===== src/rtl/mema_sched_pkg.sv =====
// rtl/mema_sched_pkg.sv - shared types, defaults and lane-mask helper for the memA chunk scheduler
//
// Purpose: FSM state encoding, default parameter values and the pure lane-mask
// function used by every per-module chunk counter.
// Ports: none (package).

package mema_sched_pkg;

    typedef enum logic [2:0] {
        IDLE     = 3'd0,
        LOAD     = 3'd1,
        RUN      = 3'd2,
        ROW_DONE = 3'd3,
        DONE     = 3'd4
    } sched_state_t;

    localparam int DEF_N_ELEM  = 20;
    localparam int DEF_MODULES = 4;
    localparam int DEF_UNITS   = 8;
    localparam int DEF_ADDR_W  = 32;
    localparam int DEF_CNT_W   = 32;

    // Widest chunk the helper can describe; callers take the low `units` bits.
    localparam int MASK_MAX = 64;

    // Lanes of chunk `index` (1-based) that still hold real elements.
    // Bit units-1 is lane 0, so a partial chunk sets its top bits (data packed
    // high, zero padding low). The remainder is kept signed and wide so chunks
    // past the end of the row produce an empty mask instead of wrapping.
    function automatic logic [MASK_MAX-1:0] lane_mask_f(
        input logic [MASK_MAX-1:0] index,
        input int                  n_elem,
        input int                  units
    );
        logic [MASK_MAX-1:0] m;
        longint              rem;
        m   = '0;
        rem = longint'(n_elem) - longint'(index - 64'd1) * longint'(units);
        for (int i = 0; i < MASK_MAX; i++) begin
            if (i < units && longint'(units - 1 - i) < rem) begin
                m[i] = 1'b1;
            end
        end
        return m;
    endfunction

endpackage


===== src/rtl/mema_chunk_counter.sv =====
// rtl/mema_chunk_counter.sv - per-module chunk index, valid, last and lane mask with ready edge detect
//
// Purpose: tracks one consumer module's progress through the chunks of the
// current row. A rising edge on `ready` consumes the outstanding chunk.
// Ports:
//   clk, rst      clock, async active-high reset
//   load          reload counters from `multiples` (index 1)
//   multiples     chunk count for this module, sampled on load
//   ready         consumer ready level
//   run_en        handshakes are accepted only while high
//   chunk_index   1-based current chunk
//   chunk_valid   a chunk is outstanding
//   last_chunk    current chunk is the final one
//   lane_mask     valid lanes of the current chunk, MSB = lane 0

module mema_chunk_counter
    import mema_sched_pkg::*;
#(
    parameter int CNT_W  = DEF_CNT_W,
    parameter int UNITS  = DEF_UNITS,
    parameter int N_ELEM = DEF_N_ELEM
) (
    input  logic             clk,
    input  logic             rst,
    input  logic             load,
    input  logic [CNT_W-1:0] multiples,
    input  logic             ready,
    input  logic             run_en,
    output logic [CNT_W-1:0] chunk_index,
    output logic             chunk_valid,
    output logic             last_chunk,
    output logic [UNITS-1:0] lane_mask
);

    logic [CNT_W-1:0]    mult_r;
    logic                ready_prev;
    logic                accept;
    logic [CNT_W-1:0]    n_idx;
    logic [CNT_W-1:0]    n_mult;
    logic                n_valid;
    logic                n_last;
    logic [UNITS-1:0]    n_mask;
    logic [MASK_MAX-1:0] mask_wide;
    logic                unused_mask_hi;

    // Only a fresh rising edge counts; a held-high ready consumes one chunk.
    assign accept = run_en & chunk_valid & ready & ~ready_prev;

    always_comb begin
        n_idx   = chunk_index;
        n_mult  = mult_r;
        n_valid = chunk_valid;
        n_last  = last_chunk;
        if (load) begin
            n_mult  = multiples;
            n_idx   = {{(CNT_W-1){1'b0}}, 1'b1};
            n_valid = (multiples != '0);
            n_last  = (multiples == {{(CNT_W-1){1'b0}}, 1'b1});
        end else if (accept) begin
            if (chunk_index < mult_r) begin
                n_idx  = chunk_index + 1'b1;
                n_last = ((chunk_index + 1'b1) == mult_r);
            end else begin
                n_valid = 1'b0;
                n_last  = 1'b0;
            end
        end
    end

    // Mask follows the index it will be registered with.
    assign mask_wide      = lane_mask_f(MASK_MAX'(n_idx), N_ELEM, UNITS);
    assign n_mask         = n_valid ? mask_wide[UNITS-1:0] : '0;
    assign unused_mask_hi = ^(mask_wide >> UNITS);

    always_ff @(posedge clk or posedge rst) begin
        if (rst) begin
            mult_r      <= '0;
            ready_prev  <= 1'b0;
            chunk_index <= {{(CNT_W-1){1'b0}}, 1'b1};
            chunk_valid <= 1'b0;
            last_chunk  <= 1'b0;
            lane_mask   <= '0;
        end else begin
            ready_prev  <= ready;
            mult_r      <= n_mult;
            chunk_index <= n_idx;
            chunk_valid <= n_valid;
            last_chunk  <= n_last;
            lane_mask   <= n_mask;
        end
    end

endmodule


===== src/rtl/mema_chunk_scheduler.sv =====
// rtl/mema_chunk_scheduler.sv - row/chunk sequencer for matrix-A reads feeding the row-by-vector modules
//
// Purpose: walks no_of_rows memA rows from base_address; within a row each
// consumer module steps through its own chunks on its ready edges, and the row
// advances once every module has consumed all of its chunks.
// Ports:
//   clk, rst            clock, async active-high reset
//   start               begins a pass (IDLE only)
//   base_address        first row address
//   no_of_rows          number of rows in the pass
//   no_of_multiples     per-module chunk counts, cnt_width each
//   i_am_ready          per-module ready levels
//   memA_read_address   current row address
//   chunk_index         per-module 1-based chunk index
//   chunk_valid         per-module chunk outstanding
//   last_chunk          per-module final-chunk flag
//   lane_mask           per-module valid lanes, MSB = lane 0
//   busy                pass in progress
//   done                one-cycle completion pulse

module mema_chunk_scheduler
    import mema_sched_pkg::*;
#(
    parameter int no_of_elements_on_col_nos   = DEF_N_ELEM,
    parameter int no_of_row_by_vector_modules = DEF_MODULES,
    parameter int no_of_units                 = DEF_UNITS,
    parameter int addr_width                  = DEF_ADDR_W,
    parameter int cnt_width                   = DEF_CNT_W
) (
    input  logic                                              clk,
    input  logic                                              rst,
    input  logic                                              start,
    input  logic [addr_width-1:0]                             base_address,
    input  logic [cnt_width-1:0]                              no_of_rows,
    input  logic [cnt_width*no_of_row_by_vector_modules-1:0]  no_of_multiples,
    input  logic [no_of_row_by_vector_modules-1:0]            i_am_ready,
    output logic [addr_width-1:0]                             memA_read_address,
    output logic [cnt_width*no_of_row_by_vector_modules-1:0]  chunk_index,
    output logic [no_of_row_by_vector_modules-1:0]            chunk_valid,
    output logic [no_of_row_by_vector_modules-1:0]            last_chunk,
    output logic [no_of_units*no_of_row_by_vector_modules-1:0] lane_mask,
    output logic                                              busy,
    output logic                                              done
);

    localparam int M  = no_of_row_by_vector_modules;
    localparam int U  = no_of_units;
    localparam int CW = cnt_width;

    sched_state_t       state;
    sched_state_t       state_nxt;
    logic [addr_width-1:0] base_q;
    logic [CW-1:0]      rows_q;
    logic [CW-1:0]      rows_left;
    logic [CW*M-1:0]    mult_q;
    logic [CW*M-1:0]    load_mult;
    logic               load_cnt;
    logic               run_en;
    logic               all_idle;

    assign all_idle = ~|chunk_valid;

    // State register
    always_ff @(posedge clk or posedge rst) begin
        if (rst) begin
            state <= IDLE;
        end else begin
            state <= state_nxt;
        end
    end

    // Next-state logic
    always_comb begin
        state_nxt = state;
        unique case (state)
            IDLE:     if (start) state_nxt = LOAD;
            LOAD:     state_nxt = (rows_q == '0) ? DONE : RUN;
            RUN:      if (all_idle) state_nxt = ROW_DONE;
            ROW_DONE: state_nxt = (rows_left == {{(CW-1){1'b0}}, 1'b1}) ? DONE : RUN;
            DONE:     state_nxt = IDLE;
            default:  state_nxt = IDLE;
        endcase
    end

    // Output / control decode
    always_comb begin
        busy     = (state != IDLE);
        done     = (state == DONE);
        run_en   = (state == RUN);
        load_cnt = 1'b0;
        if (state == LOAD && rows_q != '0) begin
            load_cnt = 1'b1;
        end
        if (state == ROW_DONE && rows_left != {{(CW-1){1'b0}}, 1'b1}) begin
            load_cnt = 1'b1;
        end
    end

    // First row uses the counts captured with start; later rows pick up the
    // live input so software may retune counts between rows.
    assign load_mult = (state == LOAD) ? mult_q : no_of_multiples;

    always_ff @(posedge clk or posedge rst) begin
        if (rst) begin
            base_q            <= '0;
            rows_q            <= '0;
            mult_q            <= '0;
            rows_left         <= '0;
            memA_read_address <= '0;
        end else begin
            unique case (state)
                IDLE: begin
                    if (start) begin
                        base_q <= base_address;
                        rows_q <= no_of_rows;
                        mult_q <= no_of_multiples;
                    end
                end
                LOAD: begin
                    memA_read_address <= base_q;
                    rows_left         <= rows_q;
                end
                ROW_DONE: begin
                    rows_left <= rows_left - 1'b1;
                    if (rows_left != {{(CW-1){1'b0}}, 1'b1}) begin
                        memA_read_address <= memA_read_address + 1'b1;
                    end
                end
                default: ;
            endcase
        end
    end

    for (genvar m = 0; m < M; m++) begin : g_cnt
        mema_chunk_counter #(
            .CNT_W  (CW),
            .UNITS  (U),
            .N_ELEM (no_of_elements_on_col_nos)
        ) u_cnt (
            .clk         (clk),
            .rst         (rst),
            .load        (load_cnt),
            .multiples   (load_mult[(m+1)*CW-1 -: CW]),
            .ready       (i_am_ready[m]),
            .run_en      (run_en),
            .chunk_index (chunk_index[(m+1)*CW-1 -: CW]),
            .chunk_valid (chunk_valid[m]),
            .last_chunk  (last_chunk[m]),
            .lane_mask   (lane_mask[(m+1)*U-1 -: U])
        );
    end

endmodule


===== config.mk =====
export PLATFORM = sky130hd
export DESIGN_NAME = mema_chunk_scheduler
export DESIGN_NICKNAME = d
export VERILOG_FILES = /design/src/rtl/mema_sched_pkg.sv /design/src/rtl/mema_chunk_counter.sv /design/src/rtl/mema_chunk_scheduler.sv
export SDC_FILE = /design/constraint.sdc
export NUM_CORES = 2
export LEC_CHECK = 0
export CAP_MARGIN = 5
export CORE_ASPECT_RATIO = 1.2
export CORE_MARGIN = 2
export CORE_UTILIZATION = 45
export DETAILED_ROUTE_END_ITERATION = 12
export GPL_TIMING_DRIVEN = 0
export PLACE_DENSITY = 0.68
export SETUP_SLACK_MARGIN = 0.2
export SLEW_MARGIN = 20
export SYNTH_ARGS = -nofsm -noshare
export SYNTH_HDL_FRONTEND = slang
export SYNTH_HIERARCHICAL = 1
export SYNTH_SLANG_ARGS = --single-unit

===== constraint.sdc =====
create_clock -name clk -period 7.8 [get_ports clk]
set_input_delay 1.17 -clock clk [delete_from_list [all_inputs] [get_ports clk]]
set_output_delay 1.17 -clock clk [all_outputs]
set_load 0.05 [all_outputs]

======== Yosys cells after proc, flatten, opt, wreduce, memory -nomap -nowiden ========
Cells that the tools add are included.
operators by class
  add/subtract/negate cells ............... 14
  $mul .................................... 0
  div/mod/pow operators ................... 0
  magnitude comparators ................... 36
  eq/ne operators ......................... 17
  shift-type cells ........................ 0
  mux-type cells .......................... 83
  bitwise logic cells ..................... 16
  reductions and logical operators ........ 19
operators by type and width
  operator                 number
  $lt A4 B64 Y1 const A    16
  $lt A3 B64 Y1 const A    8
  $mux W32                 13
  $lt A1 B64 Y1 const A    4
  $lt A2 B64 Y1 const A    4
  $sub A6 B64 Y64 const A  4
  $add A32 B1 Y32 const B  5
  $eq A32 B1 Y1 const B    5
  $reduce_bool A32 Y1      5
  $sub A32 B1 Y33 const B  4
  $eq A32 B32 Y1           4
  $lt A32 B32 Y1           4
  $mux W128                1
  $pmux W32 S2             2
  $mux W1                  58
  $logic_not A32 Y1        1
  $mux W8                  4
  $ne A32 B1 Y1 const B    1
  $sub A32 B1 Y32 const B  1
  $and A1 B1 Y1            12
  $mux W3                  4
  $pmux W3 S4              1
  $reduce_bool A2 Y1       5
  $eq A3 B2 Y1 const B     2
  other kinds (10)         17
storage, ports and cells
  register bits after elaboration ......... 559
  bits in latches ......................... 0
  memory bits (writable) .................. 0
  ROM bits ................................ 0
  input bits .............................. 199
  output and inout port bits .............. 202
  word-level logic and storage cells ...... 215
  memories kept ........................... 0

======== Depth between registers and ports, before layout ========
  depth after elaboration ................. 11
  gate-level depth with buffers ........... 27
  mapped depth without buffers ............ 19

======== Modules after synthesis ========
Netlist, hierarchy kept.
by module, submodules not included
  module                                   instances  cells an instance  area an instance (sq um)  sequential area each (sq um)
  mema_chunk_counter (g_cnt[0].u_cnt ...)  3          809                6495.0                    1727.9
  mema_chunk_scheduler                     1          1361               13046.3                   6481.2
  mema_chunk_counter (g_cnt[1].u_cnt)      1          783                6278.5                    1727.9

======== Worst setup path before layout ========
OpenSTA, ideal clock, no wires.
  path kind ............................... register to register
  start ................................... register rows_left[1]
  end ..................................... register g_cnt[0].u_cnt.lane_mask[3]
  library setup time ...................... 0.129 ns
  arrival ................................. 6.167 ns
  slack ................................... 1.504 ns
  cell stages (with the launch flop) ...... 26
  period minus slack after synthesis ...... 6.296 ns
  cell sequence ........................... dfrtp_1 inv_1 ha_1 nor4b_1 and4bb_2 and3_2 buf_4 buf_6 a21oi_1 and2_1 clkbuf_1 clkbuf_1 buf_1 buf_1 clkbuf_1 or2_2 ha_1 nand3_1 or4_4 or2_4 or4_4 a31o_4 nor4_4 xnor2_1 or4_1 o41a_1
on the way
  word-level cells in the longest chain between the ends .. 9
RTL lines
  what                    line                         RTL
  start, declared         mema_chunk_scheduler.sv:54   logic [CW-1:0] rows_left;
  start signal, assigned  mema_chunk_scheduler.sv:121  rows_left <= rows_q;
  start signal, assigned  mema_chunk_scheduler.sv:124  rows_left <= rows_left - 1'b1;
  $ne A32 B1 Y1 *         mema_chunk_scheduler.sv:94   if (state == ROW_DONE && rows_left != {{(CW-1){1'b0}}, 1'b1}) begin
  $logic_and A1 B1 Y1 *   mema_chunk_scheduler.sv:94
  $mux W1 *               mema_chunk_scheduler.sv:94
  via load_cnt            mema_chunk_scheduler.sv:57   logic load_cnt;
  $mux W32                mema_chunk_counter.sv:54     if (load) begin
  $sub A32 B1 Y33         mema_sched_pkg.sv:38         rem = longint'(n_elem) - longint'(index - 64'd1) * longint'(units);
  $sub A6 B64 Y64         mema_sched_pkg.sv:38
  $lt A4 B64 Y1           mema_sched_pkg.sv:40         if (i < units && longint'(units - 1 - i) < rem) begin
  $mux W1                 mema_sched_pkg.sv:40
  $mux W8 *               mema_chunk_counter.sv:72     assign n_mask = n_valid ? mask_wide[UNITS-1:0] : '0;
  end signal, assigned    mema_chunk_counter.sv:89     lane_mask <= n_mask;
  end, declared           mema_chunk_counter.sv:32     output logic [UNITS-1:0] lane_mask
The timed path passes the listed nets; every way through them passes the cells marked *.
A chain may end at the register's enable or synchronous reset.

======== Final worst setup path ========
  start ................................... register rows_left[26]
  end ..................................... register g_cnt[1].u_cnt.lane_mask[3]
on the way
  word-level cells in the longest chain between the ends .. 9
RTL lines
  what                   line
  $ne A32 B1 Y1 *        mema_chunk_scheduler.sv:94
  $logic_and A1 B1 Y1 *  mema_chunk_scheduler.sv:94
  $mux W1 *              mema_chunk_scheduler.sv:94
  via load_cnt           mema_chunk_scheduler.sv:57
  $mux W32               mema_chunk_counter.sv:54
  $sub A32 B1 Y33        mema_sched_pkg.sv:38
  $sub A6 B64 Y64        mema_sched_pkg.sv:38
  $lt A4 B64 Y1          mema_sched_pkg.sv:40
  $mux W1                mema_sched_pkg.sv:40
  $mux W8 *              mema_chunk_counter.sv:72
  end signal, assigned   mema_chunk_counter.sv:89
  end, declared          mema_chunk_counter.sv:32
Marks and branches as above.

==> run metrics <==
grt total ovfl 0; post-synth cell types approximately 110; Yosys reg bits roughly 540; total power draw around 13 mW; Detailed Route WL 138000 um; Max Slew Vio Count 0; RSZ-0062 raised after global routing true; Max-Cap Viols 0; clk_lat worst skew 0.67 ns; Area after DPL between 40000 and 50000 um^2; first-pass GRT wire length ~210000 um; Synth async-reset ratio 1.00; pwr/cell area ~290 nW/um^2; Starting Density 0.452; die height roughly 330 um; worst-path maximum fanout 19; vias post-DR ~38k; Area Overhead vs Synth 20.8%; CTS hold repair buffers 0; hpwl dp around 110000 um; area of the die between 80000 and 90000 um^2; Min Hold Slack between 0.5 and 0.6 ns; Initial DRC Count between 3k and 4k; WL/cell between 20 and 25 um; Placer Congestion 0.982; Max-slew headroom 0.286; post-synth design cell area slightly below 40000 um^2; Row Count 118; H-tree Lvls 2; ys flop type dfrtp_1; status finished clean; Final ANT Viol Nets 0; most common cell in the netlist nand2_1; Port Buffers 400; layout cells sized above 1 0.109; Post-Syn Nets just under 5k; cell chosen for the clock root clkbuf_16; Hold Vio Cnt, Final 0; Core Box Area about 86000 um^2; Sink Count 535; Finish-stage setup viols 0; Synth Warn # 6; area share of the largest cell type after synthesis 0.342; DRC Markers 0; num ports 401; All-Layer GR Usage 0.303; 1st-pass router iterations 6; initial antenna violation count 10; maximum vdd ir drop roughly 0.00017 V; critical path endpoint category flop; Tcrit/Tclk final 0.946; clk buf depth 3; Synth top cells by count 715 x nand2_1, 531 x dfrtp_1, 252 x nor2_1; path type of the worst setup path reg2reg; Mean Syn Cell Area 8.49 um^2; CTS clock-pin slew for the worst setup and hold paths ~0.07 ns; nets@finish around 5.4k; Util after Layout 0.546; f_max 0.136 GHz; cell taking the most area after synthesis dfrtp_1; largest net degree at the start of global routing between 40 and 50; Clock Skew 0.0299 ns; vias in the first global route between 30k and 40k; vias per cell 6.03; synth top area cells dfrtp_1 34%, nand2_1 6.9%, mux2_2 5.9%; crit path time final 7.38 ns; P_leak ~19 nW; WP data required around 8.3 ns; worst hold path type reg2reg; Post-synth EDFFs 0; Final Cell Area between 40000 and 50000 um^2; Startpoint Class flop; Seq/Total Area, Yosys 0.345; Critical Path AT between 7 and 8 ns; CTS tree built; Die W around 270 um; worst slew pin tran around 1.1 ns; Num CTS Buffers 60; Synth Instances approximately 4.6k
## routing by layer
layer / up-vias / GRT usage / wire, um / part of all wire
met3: 359 / 0.0541 / 9840 / 0.071
met5: - / 0 / 102 / 0.00074
met1: 18200 / 0.388 / 56700 / 0.41
met2: 1527 / 0.504 / 64600 / 0.47
met4: 18 / 0.128 / 6470 / 0.047
li1: 17600 / - / - / -
## cells by family (layout without fill, tap and decap cells)
group | count (synthesis) | count (layout) | synth area share
compound gates | 907 | 907 | 0.157
xor+xnor | 329 | 329 | 0.0742
fa+ha+maj | 147 | 147 | 0.0474
buf+inv | 470 | 999 | 0.0502
flops | 535 | 535 | 0.345
mux | 250 | 250 | 0.0730
other cells | 0 | 2 | 0
simple gates | 1933 | 1933 | 0.253
## repair_timing
item,in CTS,in global routing
buffers inserted,1,2
endpoints found under the hold margin,0,0
gates resized for setup,22,26
pin swaps,1,1
setup endpoints to repair,8,6
## report_power, final
part | internal (mW) | switching (mW)
logic | 2.51 | 3.47
clock network | 1.94 | 1.27
registers | 3.58 | 0.705
## registers in the layout, indices dropped and copies added (netlist names)
name	flops
g_cnt.u_cnt/lane_mask	8
state	3
memA_read_address	32
g_cnt.u_cnt/mult_r	128
rows_left	32
base_q	32
g_cnt.u_cnt/chunk_index	128
rows_q	32
mult_q	128
g_cnt.u_cnt/last_chunk	4
g_cnt.u_cnt/ready_prev	4
g_cnt.u_cnt/chunk_valid	4
## cell usage in the layout (no fill, tap or decap), types with 19 or more instances in the layout
master	n
xor2_1	96
a31oi_1	36
buf_2	38
clkdlybuf4s50_1	400
o31ai_1	60
xnor2_1	233
ha_1	147
nor3_1	148
or4_1	74
dfrtp_1	531
buf_4	32
or2_2	34
clkbuf_16	61
nand2b_1	23
nor2_1	252
and3_1	56
nand2_1	715
nor3b_1	19
o21ai_0	246
clkbuf_2	20
o22ai_1	41
and2_1	25
a211oi_1	24
nand4_1	121
or3_1	36
a21oi_1	203
mux2_2	202
mux2i_1	40
o211ai_1	27
nor4_1	116
a311oi_1	20
nor2b_1	23
clkbuf_1	171
nand3_1	180
inv_1	191
## layout make-up
class,instances,area [um^2]
fillers,7983,39000
repair buffers,417,4320
flip-flops and latches,535,13400
diodes,2,5.00
multi-input cells,3566,23500
clock buffers,79,1670
clock inverters,34,526
plain buffers,265,1210
inverters,204,787
well taps,1140,1430
## through the flow
stage	instances	setup slack (ns)	setup TNS, ns
floorplan	4571	1.50	0
global placement	6111	-1.65	-8.75
detailed placement	6125	-1.60	-8.64
CTS	6238	0.152	0
global route	6241	0.199	0
finish	6242	0.421	0
## worst max-delay path: stages (launching register included)
cell	delay (ns)
dfrtp_1	0.44
or4_1	0.62
and4bb_2	0.40
and3_2	0.19
buf_4	0.15
buf_6	0.17
a21oi_1	0.09
and2_4	0.30
clkbuf_1	0.24
clkbuf_2	0.27
clkbuf_2	0.29
clkbuf_2	0.26
clkbuf_4	0.30
or2_2	0.38
ha_1	0.29
nand3_1	0.22
nor3_1	0.18
o32a_1	0.38
nor3_1	0.53
nand4_2	0.27
nor4_4	0.40
nor2_1	0.09
a31o_1	0.19
a311oi_1	0.53
## final timing paths
kind	from	to	slack, ns	depth (start not counted)
max in group asynchronous	rst	base_q[5]$_DFFE_PP0P_	5.22	6
max reg2reg	rows_left[26]$_DFFE_PP0N_	g_cnt[1].u_cnt/lane_mask[3]$_DFF_PP0_	0.42	23
min in group asynchronous	rst	g_cnt[1].u_cnt/chunk_index[5]$_DFF_PP0_	1.38	2
min reg2reg	mult_q[101]$_DFFE_PP0P_	mult_q[101]$_DFFE_PP0P_	0.51	1
max	rows_left[26]$_DFFE_PP0N_	g_cnt[1].u_cnt/lane_mask[3]$_DFF_PP0_	0.42	23
min	mult_q[101]$_DFFE_PP0P_	mult_q[101]$_DFFE_PP0P_	0.51	1
(Power assumes the default switching activity.)
